[config.mk]
export PLATFORM = sky130hd
export DESIGN_NAME = hazard_ctrl
export DESIGN_NICKNAME = d
export VERILOG_FILES = /design/src/rtl/core_pkg.sv /design/src/rtl/hazard_sat_counter.sv /design/src/rtl/hazard_ctrl.sv
export SDC_FILE = /design/constraint.sdc
export NUM_CORES = 1
export LEC_CHECK = 0
export BUFFER_PORTS_ARGS = -buffer_cell sky130_fd_sc_hd__buf_4
export CAP_MARGIN = 40
export CORE_AREA = 2 2 127 79
export DETAILED_ROUTE_END_ITERATION = 10
export DIE_AREA = 0 0 129 81
export GPL_ROUTABILITY_DRIVEN = 0
export PLACE_DENSITY = 0.67
export RECOVER_POWER = 25
export SETUP_SLACK_MARGIN = 0.1
export SYNTH_ARGS = -nofsm -noshare
export SYNTH_HDL_FRONTEND = slang
export SYNTH_SLANG_ARGS = --single-unit
[constraint.sdc]
create_clock -name clk -period 4.3 [get_ports clk]
set_input_delay 0.645 -clock clk [delete_from_list [all_inputs] [get_ports clk]]
set_output_delay 0.645 -clock clk [all_outputs]
set_load 0.02 [all_outputs]
[src/rtl/core_pkg.sv]
// Shared types for the pipeline sequencer: FSM state encoding, the zero
// register index and a bundle of per-stage stall/flush/redirect controls.
package core_pkg;

    typedef enum logic [1:0] {
        ST_BOOT     = 2'd0,
        ST_RUN      = 2'd1,
        ST_MEM_WAIT = 2'd2,
        ST_HALT     = 2'd3
    } state_t;

    localparam logic [4:0] REG_ZERO = 5'd0;

    typedef struct packed {
        logic pc_stall;
        logic if_id_stall;
        logic if_id_flush;
        logic ex_stall;
        logic id_ex_flush;
        logic ex_mem_stall;
        logic ex_mem_flush;
        logic mem_wb_flush;
        logic pc_redirect;
        logic halted;
    } stage_ctrl_t;

    localparam stage_ctrl_t CTRL_IDLE = '0;

    // Hold PC and flush every pipeline register while the core boots.
    function automatic stage_ctrl_t ctrl_boot();
        stage_ctrl_t c;
        c              = CTRL_IDLE;
        c.pc_stall     = 1'b1;
        c.if_id_flush  = 1'b1;
        c.id_ex_flush  = 1'b1;
        c.ex_mem_flush = 1'b1;
        c.mem_wb_flush = 1'b1;
        return c;
    endfunction

    // Freeze everything up to EX/MEM and drain a bubble into MEM/WB.
    function automatic stage_ctrl_t ctrl_mem_stall();
        stage_ctrl_t c;
        c              = CTRL_IDLE;
        c.pc_stall     = 1'b1;
        c.if_id_stall  = 1'b1;
        c.ex_stall     = 1'b1;
        c.ex_mem_stall = 1'b1;
        c.mem_wb_flush = 1'b1;
        return c;
    endfunction

    function automatic stage_ctrl_t ctrl_halt();
        stage_ctrl_t c;
        c        = ctrl_mem_stall();
        c.halted = 1'b1;
        return c;
    endfunction

    function automatic stage_ctrl_t ctrl_redirect();
        stage_ctrl_t c;
        c             = CTRL_IDLE;
        c.pc_redirect = 1'b1;
        c.if_id_flush = 1'b1;
        c.id_ex_flush = 1'b1;
        return c;
    endfunction

    function automatic stage_ctrl_t ctrl_bubble();
        stage_ctrl_t c;
        c             = CTRL_IDLE;
        c.pc_stall    = 1'b1;
        c.if_id_stall = 1'b1;
        c.id_ex_flush = 1'b1;
        return c;
    endfunction

endpackage

[src/rtl/hazard_sat_counter.sv]
// Saturating up-counter: increments on inc and sticks at all-ones.
module hazard_sat_counter #(
    parameter int WIDTH = 32
) (
    input  logic             clk,
    input  logic             reset,
    input  logic             inc,
    output logic [WIDTH-1:0] count
);

    localparam logic [WIDTH-1:0] ONE = {{(WIDTH-1){1'b0}}, 1'b1};

    logic [WIDTH-1:0] count_q;
    logic [WIDTH-1:0] count_d;

    always_comb begin
        count_d = count_q;
        if (inc && (count_q != '1)) begin
            count_d = count_q + ONE;
        end
    end

    always_ff @(posedge clk or posedge reset) begin
        if (reset) begin
            count_q <= '0;
        end else begin
            count_q <= count_d;
        end
    end

    assign count = count_q;

endmodule

[src/rtl/hazard_ctrl.sv]
// Pipeline sequencer for the 5-stage core: boot flush, load-use bubbles,
// branch redirects and data-memory wait states with a watchdog halt.
module hazard_ctrl
    import core_pkg::*;
#(
    parameter int BOOT_CYCLES = 4,
    parameter int TIMEOUT     = 16
) (
    input  logic        clk,
    input  logic        reset,
    input  logic [4:0]  ID_rs1,
    input  logic [4:0]  ID_rs2,
    input  logic        ID_use_rs1,
    input  logic        ID_use_rs2,
    input  logic        ID_EX_memread,
    input  logic [4:0]  ID_EX_rd,
    input  logic        EX_take,
    input  logic        MEM_req,
    input  logic        dmem_ready,
    output logic        PC_stall,
    output logic        IF_ID_stall,
    output logic        IF_ID_flush,
    output logic        EX_stall,
    output logic        ID_EX_flush,
    output logic        EX_MEM_stall,
    output logic        EX_MEM_flush,
    output logic        MEM_WB_flush,
    output logic        pc_redirect,
    output logic        halted,
    output logic        mem_timeout_err,
    output logic [31:0] stall_cycles,
    output logic [31:0] redirect_count
);

    localparam int BW = $clog2(BOOT_CYCLES) + 1;
    localparam int WW = $clog2(TIMEOUT) + 1;
    localparam logic [BW-1:0] BOOT_INIT = BW'(BOOT_CYCLES - 1);
    localparam logic [BW-1:0] BOOT_ONE  = BW'(1);
    localparam logic [WW-1:0] WAIT_LAST = WW'(TIMEOUT - 1);
    localparam logic [WW-1:0] WAIT_ONE  = WW'(1);

    state_t        state_q;
    state_t        state_d;
    logic [BW-1:0] boot_cnt_q;
    logic [BW-1:0] boot_cnt_d;
    logic [WW-1:0] wait_cnt_q;
    logic [WW-1:0] wait_cnt_d;
    logic          err_q;
    logic          err_d;

    logic          mem_stall;
    logic          rs1_hit;
    logic          rs2_hit;
    logic          load_use;
    stage_ctrl_t   ctrl;
    logic          stall_inc;
    logic          redirect_inc;

    always_comb begin
        rs1_hit   = ID_use_rs1 && (ID_rs1 == ID_EX_rd);
        rs2_hit   = ID_use_rs2 && (ID_rs2 == ID_EX_rd);
        load_use  = ID_EX_memread && (ID_EX_rd != REG_ZERO) && (rs1_hit || rs2_hit);
        mem_stall = MEM_req && !dmem_ready;

        ctrl       = CTRL_IDLE;
        state_d    = state_q;
        boot_cnt_d = boot_cnt_q;
        wait_cnt_d = wait_cnt_q;
        err_d      = err_q;

        case (state_q)
            ST_BOOT: begin
                ctrl = ctrl_boot();
                if (boot_cnt_q == '0) begin
                    state_d = ST_RUN;
                end else begin
                    boot_cnt_d = boot_cnt_q - BOOT_ONE;
                end
            end
            // RUN and MEM_WAIT share one priority chain; a released wait
            // falls straight through to redirect/load-use evaluation.
            ST_RUN, ST_MEM_WAIT: begin
                if (mem_stall) begin
                    ctrl = ctrl_mem_stall();
                    if (state_q == ST_RUN) begin
                        state_d    = ST_MEM_WAIT;
                        wait_cnt_d = WAIT_ONE;
                    end else if (wait_cnt_q == WAIT_LAST) begin
                        state_d = ST_HALT;
                        err_d   = 1'b1;
                    end else begin
                        wait_cnt_d = wait_cnt_q + WAIT_ONE;
                    end
                end else begin
                    state_d    = ST_RUN;
                    wait_cnt_d = '0;
                    if (EX_take) begin
                        ctrl = ctrl_redirect();
                    end else if (load_use) begin
                        ctrl = ctrl_bubble();
                    end
                end
            end
            ST_HALT: begin
                ctrl = ctrl_halt();
            end
            default: begin
                ctrl    = ctrl_halt();
                state_d = ST_HALT;
            end
        endcase

        stall_inc    = ctrl.pc_stall && ((state_q == ST_RUN) || (state_q == ST_MEM_WAIT));
        redirect_inc = ctrl.pc_redirect;
    end

    always_ff @(posedge clk or posedge reset) begin
        if (reset) begin
            state_q    <= ST_BOOT;
            boot_cnt_q <= BOOT_INIT;
            wait_cnt_q <= '0;
            err_q      <= 1'b0;
        end else begin
            state_q    <= state_d;
            boot_cnt_q <= boot_cnt_d;
            wait_cnt_q <= wait_cnt_d;
            err_q      <= err_d;
        end
    end

    hazard_sat_counter #(.WIDTH(32)) u_stall_cnt (
        .clk   (clk),
        .reset (reset),
        .inc   (stall_inc),
        .count (stall_cycles)
    );

    hazard_sat_counter #(.WIDTH(32)) u_redirect_cnt (
        .clk   (clk),
        .reset (reset),
        .inc   (redirect_inc),
        .count (redirect_count)
    );

    assign PC_stall        = ctrl.pc_stall;
    assign IF_ID_stall     = ctrl.if_id_stall;
    assign IF_ID_flush     = ctrl.if_id_flush;
    assign EX_stall        = ctrl.ex_stall;
    assign ID_EX_flush     = ctrl.id_ex_flush;
    assign EX_MEM_stall    = ctrl.ex_mem_stall;
    assign EX_MEM_flush    = ctrl.ex_mem_flush;
    assign MEM_WB_flush    = ctrl.mem_wb_flush;
    assign pc_redirect     = ctrl.pc_redirect;
    assign halted          = ctrl.halted;
    assign mem_timeout_err = err_q;

endmodule

==> results of run 1 <==
-- placed cells by master, fill, tap and decap left out, types with 4 or more instances in the layout --
cell type	n
clkbuf_16	9
nor2_1	20
nand3_1	27
nand4_1	16
buf_4	96
inv_1	16
o21ai_0	10
ha_1	10
nor3_1	8
dfrtp_1	73
xnor2_1	51
a21oi_1	7
xor2_1	19
nand2b_1	9
and4_1	7
nand2_1	35
and2_1	4
and3_1	14
-- cell type report --
class                   instances  area [um2]
clock buffers                   9         225
clock inverters                 6         115
fillers                       846        4370
inverters                      16        60.1
multi-input cells             280        1940
flip-flops and latches         75        1880
well taps                     135         169
repair buffers                 99         737
-- state kept, by name, summed over array words and instances, names as in the netlist --
register,cells
u_stall_cnt.count,32
mem_timeout_err,1
u_redirect_cnt.count,32
wait_cnt_q,5
state_q,2
boot_cnt_q,3
-- worst paths after layout --
kind                 startpoint                  endpoint  cells past startpoint
max in group clk     state_q[0]               IF_ID_stall                      7
hold reg to reg   wait_cnt_q[4]             wait_cnt_q[4]                      2
min in group clk  wait_cnt_q[4]             wait_cnt_q[4]                      2
setup / recovery          reset  u_redirect_cnt.count[20]                      4
setup reg to reg     state_q[0]  u_redirect_cnt.count[29]                      8
hold / removal            reset  u_redirect_cnt.count[16]                      2
-- logic make-up (layout without fill, tap and decap cells) --
group	count (synthesis)	after routing	share of synthesized area
XOR/XNOR	71	71	0.161
adder cells (fa/ha/maj)	10	10	0.0320
buffers and inverters	21	130	0.0246
AO/OA/AOI/OAI	33	33	0.0572
flip-flops	75	75	0.480
multiplexers	2	2	0.00544
AND/OR/NAND/NOR	164	164	0.240
-- routing by layer --
layer	global-route usage	up-vias	share of wire
met5	0	-	0
li1	-	1516	-
met2	0.278	58	0.44
met1	0.270	1532	0.50
met3	0.0408	13	0.043
met4	0.0663	0	0.016
-- per-stage QoR --
stage | hold slack (ns) | power (mW)
final | 0.274 | 2.52
after global routing | 0.301 | 2.66
after CTS | 0.221 | 2.55
after detailed placement | 0.472 | 1.68
after global placement | 0.462 | 1.65
after floorplan | 0.450 | 1.40
-- worst max-delay path, cell delays in order --
cell and delay (ns):
clkbuf_4 0.11, inv_1 0.27, clkbuf_1 1.53, clkbuf_2 0.82
-- power by group --
part / switching, mW / internal, mW
Sequential: 0.0755 / 0.769
Clock: 0.297 / 0.565
Combinational: 0.490 / 0.323
Total: 0.863 / 1.66
==> results.py, run 1 <==
metrics = {
    "outcome": {
        "status": "finished with violations",
        "failed_checks": "capacitance limit, slew limit",
    },
    "die": {
        "ios": 98,
        "dieWidth_um": 129,
        "die_h_um": 81,
        "die_area_um2": 10400,
        "placementRows": 28,
        "core-area_um2": 9490,
        "start_util": 0.412,
    },
    "synthesis": {
        "netlist_area_um2": 3910,
        "avgSynthCellArea_um2": 10.4,
        "synth_top_cell_by_area": "dfrtp_1",
        "synth.top_cell.area_share": 0.467,
        "synthFlopType": "dfrtp_1",
        "syn_nets": 409,
        "yosysWarningCount": 0,
        "syn_inst": 376,
        "async_reset_ff_frac": 1.00,
        "ys_ff_latch": 75,
        "synth_common_cells": "dfrtp_1 (73), xnor2_1 (51), nand2_1 (35)",
        "yosysUniqueCellTypes": 51,
        "yosysMostFrequentCell": "dfrtp_1",
        "seq_area_frac_synth": 0.480,
        "synth_edf_count": 0,
        "netlist_top_cells_area": "dfrtp_1 (47%), xnor2_1 (11%), xor2_1 (4.3%)",
    },
    "timing": {
        "drv_slew": 39,
        "relSlewSlack": -0.381,
        "finalSetupTns_ns": 0,
        "hold_viol": 0,
        "rsz0062_at_grt": "no",
        "tightestPinTransition_ns": 2.07,
        "fmax_mhz": 331,
        "finClkSkew_ns": 0.00880,
        "fin_ws_ns": 1.28,
        "setup-violations-final": 0,
        "period_share": 0.702,
        "finalCriticalPeriod_ns": 3.02,
    },
    "setup_path": {
        "r2r_setup_slack_ns": 1.75,
        "critPathKind": "in2async",
        "cp_max_fo": 38,
        "worst-endpoint-arrival_ns": 3.40,
        "crit_required_ns": 4.68,
        "worstSetupEndpointType": "asynchronous set/reset pin",
        "start_kind": "input pin",
    },
    "global_route": {
        "grt.total_usage": 0.187,
        "grt_max_degree": 39,
        "grt_overflow": 0,
        "grt_pass1_wl_um": 15200,
        "antenna_found_initial": 0,
        "first_global_vias": 3016,
    },
    "cells_and_area": {
        "fin_util": 0.540,
        "instances_no_fill": 620,
        "drive_above_1_share": 0.270,
        "finalInstanceArea_um2": 5120,
        "area_delta_synth_final_pct": 30.9,
        "nets": 514,
        "antenna_cells": 0,
    },
    "power": {
        "leakage_nw": 2.46,
        "cellPowerDensity_nw_per_um2": 492,
        "vdd_ir_drop_max_mv": 0.222,
    },
    "clock_network": {
        "numCtsBuffers": 9,
        "clk_latency_ns": 0.34,
        "ctsResizeCount": 0,
        "cts_hold_buf": 0,
        "root_buffer": "clkbuf_16",
        "cts_max_level": 3,
        "cts_buffer_depth": 2,
        "cts_tree": "built",
        "clock_sinks": 75,
        "path_clk_slew_ns": 0.06,
        "post_cts_buffers": 0,
    },
    "flow_run": {
        "max_cap_violations": 1,
    },
    "placement": {
        "hpwl_um": 6890,
        "place_area_um2": 4800,
        "preCtsSetupSlack_ns": 1.58,
        "io_buffer_count": 97,
        "dp.cells": 605,
    },
    "detailed_routing": {
        "num_vias": 3119,
        "ant_nets": 0,
        "drtPass1Iterations": 4,
        "drcViolationCount": 0,
        "wl_per_cell_um": 15.0,
        "initialDrtViolationCount": 196,
        "viasPerCell": 5.03,
        "wl_um": 9320,
    },
    "min_path": {
        "hp-class": "in2async",
    },
}
No activity file was read; power rests on OpenSTA's default activity.
==> inputs of run 2 (changes only) <==
--- a/config.mk
+++ b/config.mk
@@ -11,7 +11,7 @@
 export DETAILED_ROUTE_END_ITERATION = 10
 export DIE_AREA = 0 0 129 81
 export GPL_ROUTABILITY_DRIVEN = 0
-export PLACE_DENSITY = 0.67
+export PLACE_DENSITY = 0.69
 export RECOVER_POWER = 25
 export SETUP_SLACK_MARGIN = 0.1
 export SYNTH_ARGS = -nofsm -noshare
==> constraint.sdc (replaced) <==
create_clock -name clk -period 2.42 [get_ports clk]
set_input_delay 0.363 -clock clk [delete_from_list [all_inputs] [get_ports clk]]
set_output_delay 0.363 -clock clk [all_outputs]
set_load 0.02 [all_outputs]
==> results.py, run 2 (synthesized netlist as in run 1, its figures left out) <==
metrics = {
    "setup_path": {
        "crit_required_ns": 2.06,
        "start_kind": "register",
        "cpPeakStageDelay_ns": 0.36,
        "r2r-start": "u_stall_cnt.count[19]",
        "cp_slowest_cell": "dfrtp_1",
        "worstSetupStartpoint": "state_q[1]",
        "critPathKind": "reg2out",
        "crit_chain": "inv_2 -> ha_4 -> o211ai_2 -> nand2b_4 -> or2_2 -> a21oi_1 -> buf_4",
        "cp_max_fo": 3,
        "crit_end": "IF_ID_stall",
        "worst_r2r_path_depth": 6,
        "worst-endpoint-arrival_ns": 1.88,
        "r2r_setup_slack_ns": 0.25,
        "worstSetupEndpointType": "output port",
        "regToRegEndpoint": "u_stall_cnt.count[23]",
    },
    "detailed_routing": {
        "initialDrtViolationCount": 183,
        "ant_nets": 0,
        "drcViolationCount": 0,
        "drtPass1Iterations": 4,
        "viasPerCell": 5.08,
        "num_vias": 3203,
        "wl_per_cell_um": 15.3,
        "wl_um": 9640,
    },
    "global_route": {
        "first_global_vias": 2973,
        "grt_overflow": 0,
        "grt_max_degree": 39,
        "grt_pass1_wl_um": 15300,
        "grt.total_usage": 0.191,
        "antenna_found_initial": 0,
    },
    "timing": {
        "finClkSkew_ns": 0.00556,
        "setup-violations-final": 0,
        "relSlewSlack": 0.176,
        "fin_ws_ns": 0.174,
        "fmax_mhz": 445,
        "drv_slew": 0,
        "finalCriticalPeriod_ns": 2.25,
        "rsz0062_at_grt": "yes",
        "hold_viol": 0,
        "period_share": 0.928,
        "tightestPinTransition_ns": 1.23,
        "finalSetupTns_ns": 0,
    },
    "clock_network": {
        "numCtsBuffers": 9,
        "clock_sinks": 75,
        "root_buffer": "clkbuf_16",
        "cts_max_level": 3,
        "clk_latency_ns": 0.33,
        "cts_buffer_depth": 2,
        "path_clk_slew_ns": 0.06,
        "cts_tree": "built",
    },
    "die": {
        "die_h_um": 81,
        "placementRows": 28,
        "dieWidth_um": 129,
        "core-area_um2": 9490,
        "start_util": 0.412,
        "ios": 98,
        "die_area_um2": 10400,
    },
    "flow_run": {
        "max_cap_violations": 0,
    },
    "placement": {
        "hpwl_um": 7160,
        "io_buffer_count": 97,
        "preCtsSetupSlack_ns": 0.0937,
    },
    "outcome": {
        "status": "complete, no violations",
    },
    "cells_and_area": {
        "final_common_cell": "buf_4",
        "fin_util": 0.549,
        "drive_above_1_share": 0.299,
        "antenna_cells": 0,
        "final_cell_mix": "buf_4 (105), dfrtp_1 (73), xnor2_1 (51)",
        "nets": 523,
        "area_delta_synth_final_pct": 33.2,
    },
    "power": {
        "vdd_ir_drop_max_mv": 0.450,
        "cellPowerDensity_nw_per_um2": 871,
        "leakage_nw": 2.49,
    },
    "min_path": {
        "hp-class": "in2async",
    },
}
==> run 2: routing by layer <==
layer | wire [um] | global-route usage | up-vias
li1 | - | - | 1546
met1 | 4630 | 0.270 | 1558
met2 | 4350 | 0.281 | 82
met3 | 459 | 0.0435 | 17
met4 | 201 | 0.0837 | 0
met5 | 0 | 0 | -
==> run 2: power by group <==
part	internal [mW]	total, mW	switching (mW)
registers	1.37	1.49	0.126
clock network	0.904	1.43	0.525
logic	0.682	1.62	0.935
==> run 2: layout make-up <==
cell class / count / area, um2
inverter: 16 / 63.8
multi-input combinational: 280 / 1980
tap: 135 / 169
timing repair buffer: 108 / 805
fill: 844 / 4280
clock inverter: 6 / 90.1
clock buffer: 10 / 229
sequential: 75 / 1880
==> run 2: repair_timing <==
action,CTS,global route
gates resized for setup,2,8
pin swaps,1,0
hold buffers,0,0
endpoints found under the setup margin,5,8
setup buffers,3,2
==> run 2: critical path, delay by kind of cell (launching register included) <==
family	cells	cell delay (ns)
flip-flops	1	0.36
AO/OA/AOI/OAI	2	0.23
AND/OR/NAND/NOR	2	0.45
adder cells (fa/ha/maj)	1	0.27
buffers and inverters	2	0.23
==> run 2: how the worst min path moves through the flow <==
stage | startpoint | to | slack [ns] | cells after the start
floorplan | boot_cnt_q[2] | boot_cnt_q[2] | 0.45 | 2
global placement | boot_cnt_q[2] | boot_cnt_q[2] | 0.46 | 2
detailed placement | wait_cnt_q[4] | wait_cnt_q[4] | 0.48 | 2
CTS | reset | u_stall_cnt.count[8] | 0.18 | 2
global route | reset | u_stall_cnt.count[9] | 0.50 | 2
finish | reset | u_stall_cnt.count[8] | 0.36 | 2
==> run 2: metrics by stage <==
step | total power, mW | hold WS, ns | area [um2] | cells
floorplan | 2.48 | 0.450 | 3910 | 376
global placement | 2.94 | 0.463 | 4830 | 609
detailed placement | 2.98 | 0.480 | 4830 | 609
CTS | 4.49 | 0.176 | 5180 | 628
global route | 4.78 | 0.502 | 5210 | 630
finish | 4.54 | 0.365 | 5210 | 630
==> inputs of run 3 (changes only) <==
==> constraint.sdc (replaced) <==
create_clock -name clk -period 2.42 [get_ports clk]
set_input_delay 0.121 -clock clk [delete_from_list [all_inputs] [get_ports clk]]
set_output_delay 0.121 -clock clk [all_outputs]
set_load 0.02 [all_outputs]
==> results.py, run 3 (synthesized netlist as in run 1, its figures left out) <==
metrics = {
    "setup_path": {
        "start_kind": "register",
        "cp_max_fo": 5,
        "r2r-start": "state_q[0]",
        "regToRegEndpoint": "u_stall_cnt.count[22]",
        "r2r_setup_slack_ns": 0.26,
        "worst_r2r_path_depth": 7,
        "worstSetupEndpointType": "output port",
        "worst-endpoint-arrival_ns": 2.06,
        "critPathKind": "reg2out",
        "crit_required_ns": 2.30,
    },
    "detailed_routing": {
        "drtPass1Iterations": 4,
        "drcViolationCount": 0,
        "wl_um": 9210,
        "initialDrtViolationCount": 213,
        "num_vias": 3182,
        "wl_per_cell_um": 14.7,
        "viasPerCell": 5.08,
        "ant_nets": 0,
    },
    "power": {
        "cellPowerDensity_nw_per_um2": 861,
        "power_mw": 4.37,
        "vdd_ir_drop_max_mv": 0.488,
        "leakage_nw": 2.38,
    },
    "die": {
        "die_h_um": 81,
        "start_util": 0.412,
        "core-area_um2": 9490,
        "placementRows": 28,
        "dieWidth_um": 129,
        "die_area_um2": 10400,
        "ios": 98,
    },
    "global_route": {
        "grt.total_usage": 0.187,
        "grt_max_degree": 36,
        "first_global_vias": 2961,
        "grt_pass1_wl_um": 15200,
        "antenna_found_initial": 0,
        "grt_overflow": 0,
    },
    "timing": {
        "rsz0062_at_grt": "no",
        "setup-violations-final": 0,
        "fmax_mhz": 459,
        "finClkSkew_ns": 0.00624,
        "finalSetupTns_ns": 0,
        "tightestPinTransition_ns": 1.21,
        "drv_slew": 0,
        "finalCriticalPeriod_ns": 2.18,
        "relSlewSlack": 0.191,
        "hold_viol": 0,
        "period_share": 0.899,
    },
    "placement": {
        "hpwl_um": 7060,
        "io_buffer_count": 97,
    },
    "flow_run": {
        "max_cap_violations": 0,
    },
    "clock_network": {
        "cts_tree": "built",
        "path_clk_slew_ns": 0.05,
        "numCtsBuffers": 9,
        "clk_latency_ns": 0.33,
        "clock_sinks": 75,
        "post_cts_buffers": 0,
        "cts_max_level": 3,
        "cts_buffer_depth": 2,
        "root_buffer": "clkbuf_16",
    },
    "cells_and_area": {
        "fillCellCount": 865,
        "antenna_cells": 0,
        "nets": 520,
        "drive_above_1_share": 0.230,
        "final_cell_mix": "buf_4 (74), dfrtp_1 (73), xnor2_1 (51)",
        "area_delta_synth_final_pct": 29.8,
        "final_common_cell": "buf_4",
    },
    "min_path": {
        "hold_start": "MEM_req",
        "hold_end": "state_q[0]",
        "hold_depth": 3,
        "hp-class": "in2reg",
    },
    "outcome": {
        "status": "complete, no violations",
    },
}
==> run 3: layer usage <==
| metal | GRT usage | share of wire |
|---|---|---|
| met4 | 0.0620 | 0.012 |
| met3 | 0.0415 | 0.047 |
| met1 | 0.277 | 0.50 |
| met5 | 0 | 0 |
| met2 | 0.271 | 0.44 |
==> run 3: timing repair <==
item	4_1_cts	5_1_grt
endpoints found under the hold margin	28	0
setup endpoints to repair	0	12
gates resized for setup	0	5
hold buffers	1	0
==> run 3: worst max path at each step <==
| stage | startpoint | to | slack, ns | depth (start not counted) |
|---|---|---|---|---|
| floorplan | state_q[0] | u_redirect_cnt.count[29] | 0.29 | 9 |
| global placement | state_q[0] | u_stall_cnt.count[22] | 0.27 | 7 |
| detailed placement | state_q[0] | u_stall_cnt.count[22] | 0.19 | 7 |
| CTS | state_q[0] | u_stall_cnt.count[22] | 0.18 | 7 |
| global route | state_q[0] | u_redirect_cnt.count[29] | 0.13 | 8 |
| finish | state_q[0] | IF_ID_stall | 0.24 | 7 |
==> run 3: area by class of cell <==
| cell class | count | area [um2] | share of cell area |
|---|---|---|---|
| well taps | 135 | 169 | 0.0333 |
| clock buffers | 11 | 253 | 0.0498 |
| clock inverters | 4 | 48.8 | 0.00961 |
| flip-flops and latches | 75 | 1880 | 0.370 |
| repair buffers | 105 | 698 | 0.138 |
| inverters | 16 | 60.1 | 0.0118 |
| multi-input cells | 280 | 1970 | 0.388 |
==> run 3: worst max-delay path, stage by stage (launching register included) <==
cell	delay [ns]
dfrtp_1	0.42
inv_1	0.10
ha_4	0.30
o211ai_2	0.10
nand2b_1	0.19
or2_2	0.30
a21oi_1	0.16
buf_4	0.17
==> run 3: metrics by stage <==
| stage | setup WS, ns | instances | instance area, um2 | hold slack (ns) | utilization |
|---|---|---|---|---|---|
| floorplan | 0.289 | 376 | 3910 | 0.416 | - |
| global placement | 0.273 | 610 | 4840 | 0.265 | 0.510 |
| detailed placement | 0.189 | 610 | 4840 | 0.273 | 0.510 |
| CTS | 0.179 | 626 | 5150 | 0.273 | 0.542 |
| global route | 0.134 | 626 | 5080 | 0.295 | 0.535 |
| finish | 0.244 | 626 | 5080 | 0.292 | 0.535 |
==> run 3: where the power goes <==
group	internal, mW	switching [mW]	total, mW
registers	1.37	0.132	1.50
clock network	0.848	0.493	1.34
logic	0.614	0.916	1.53
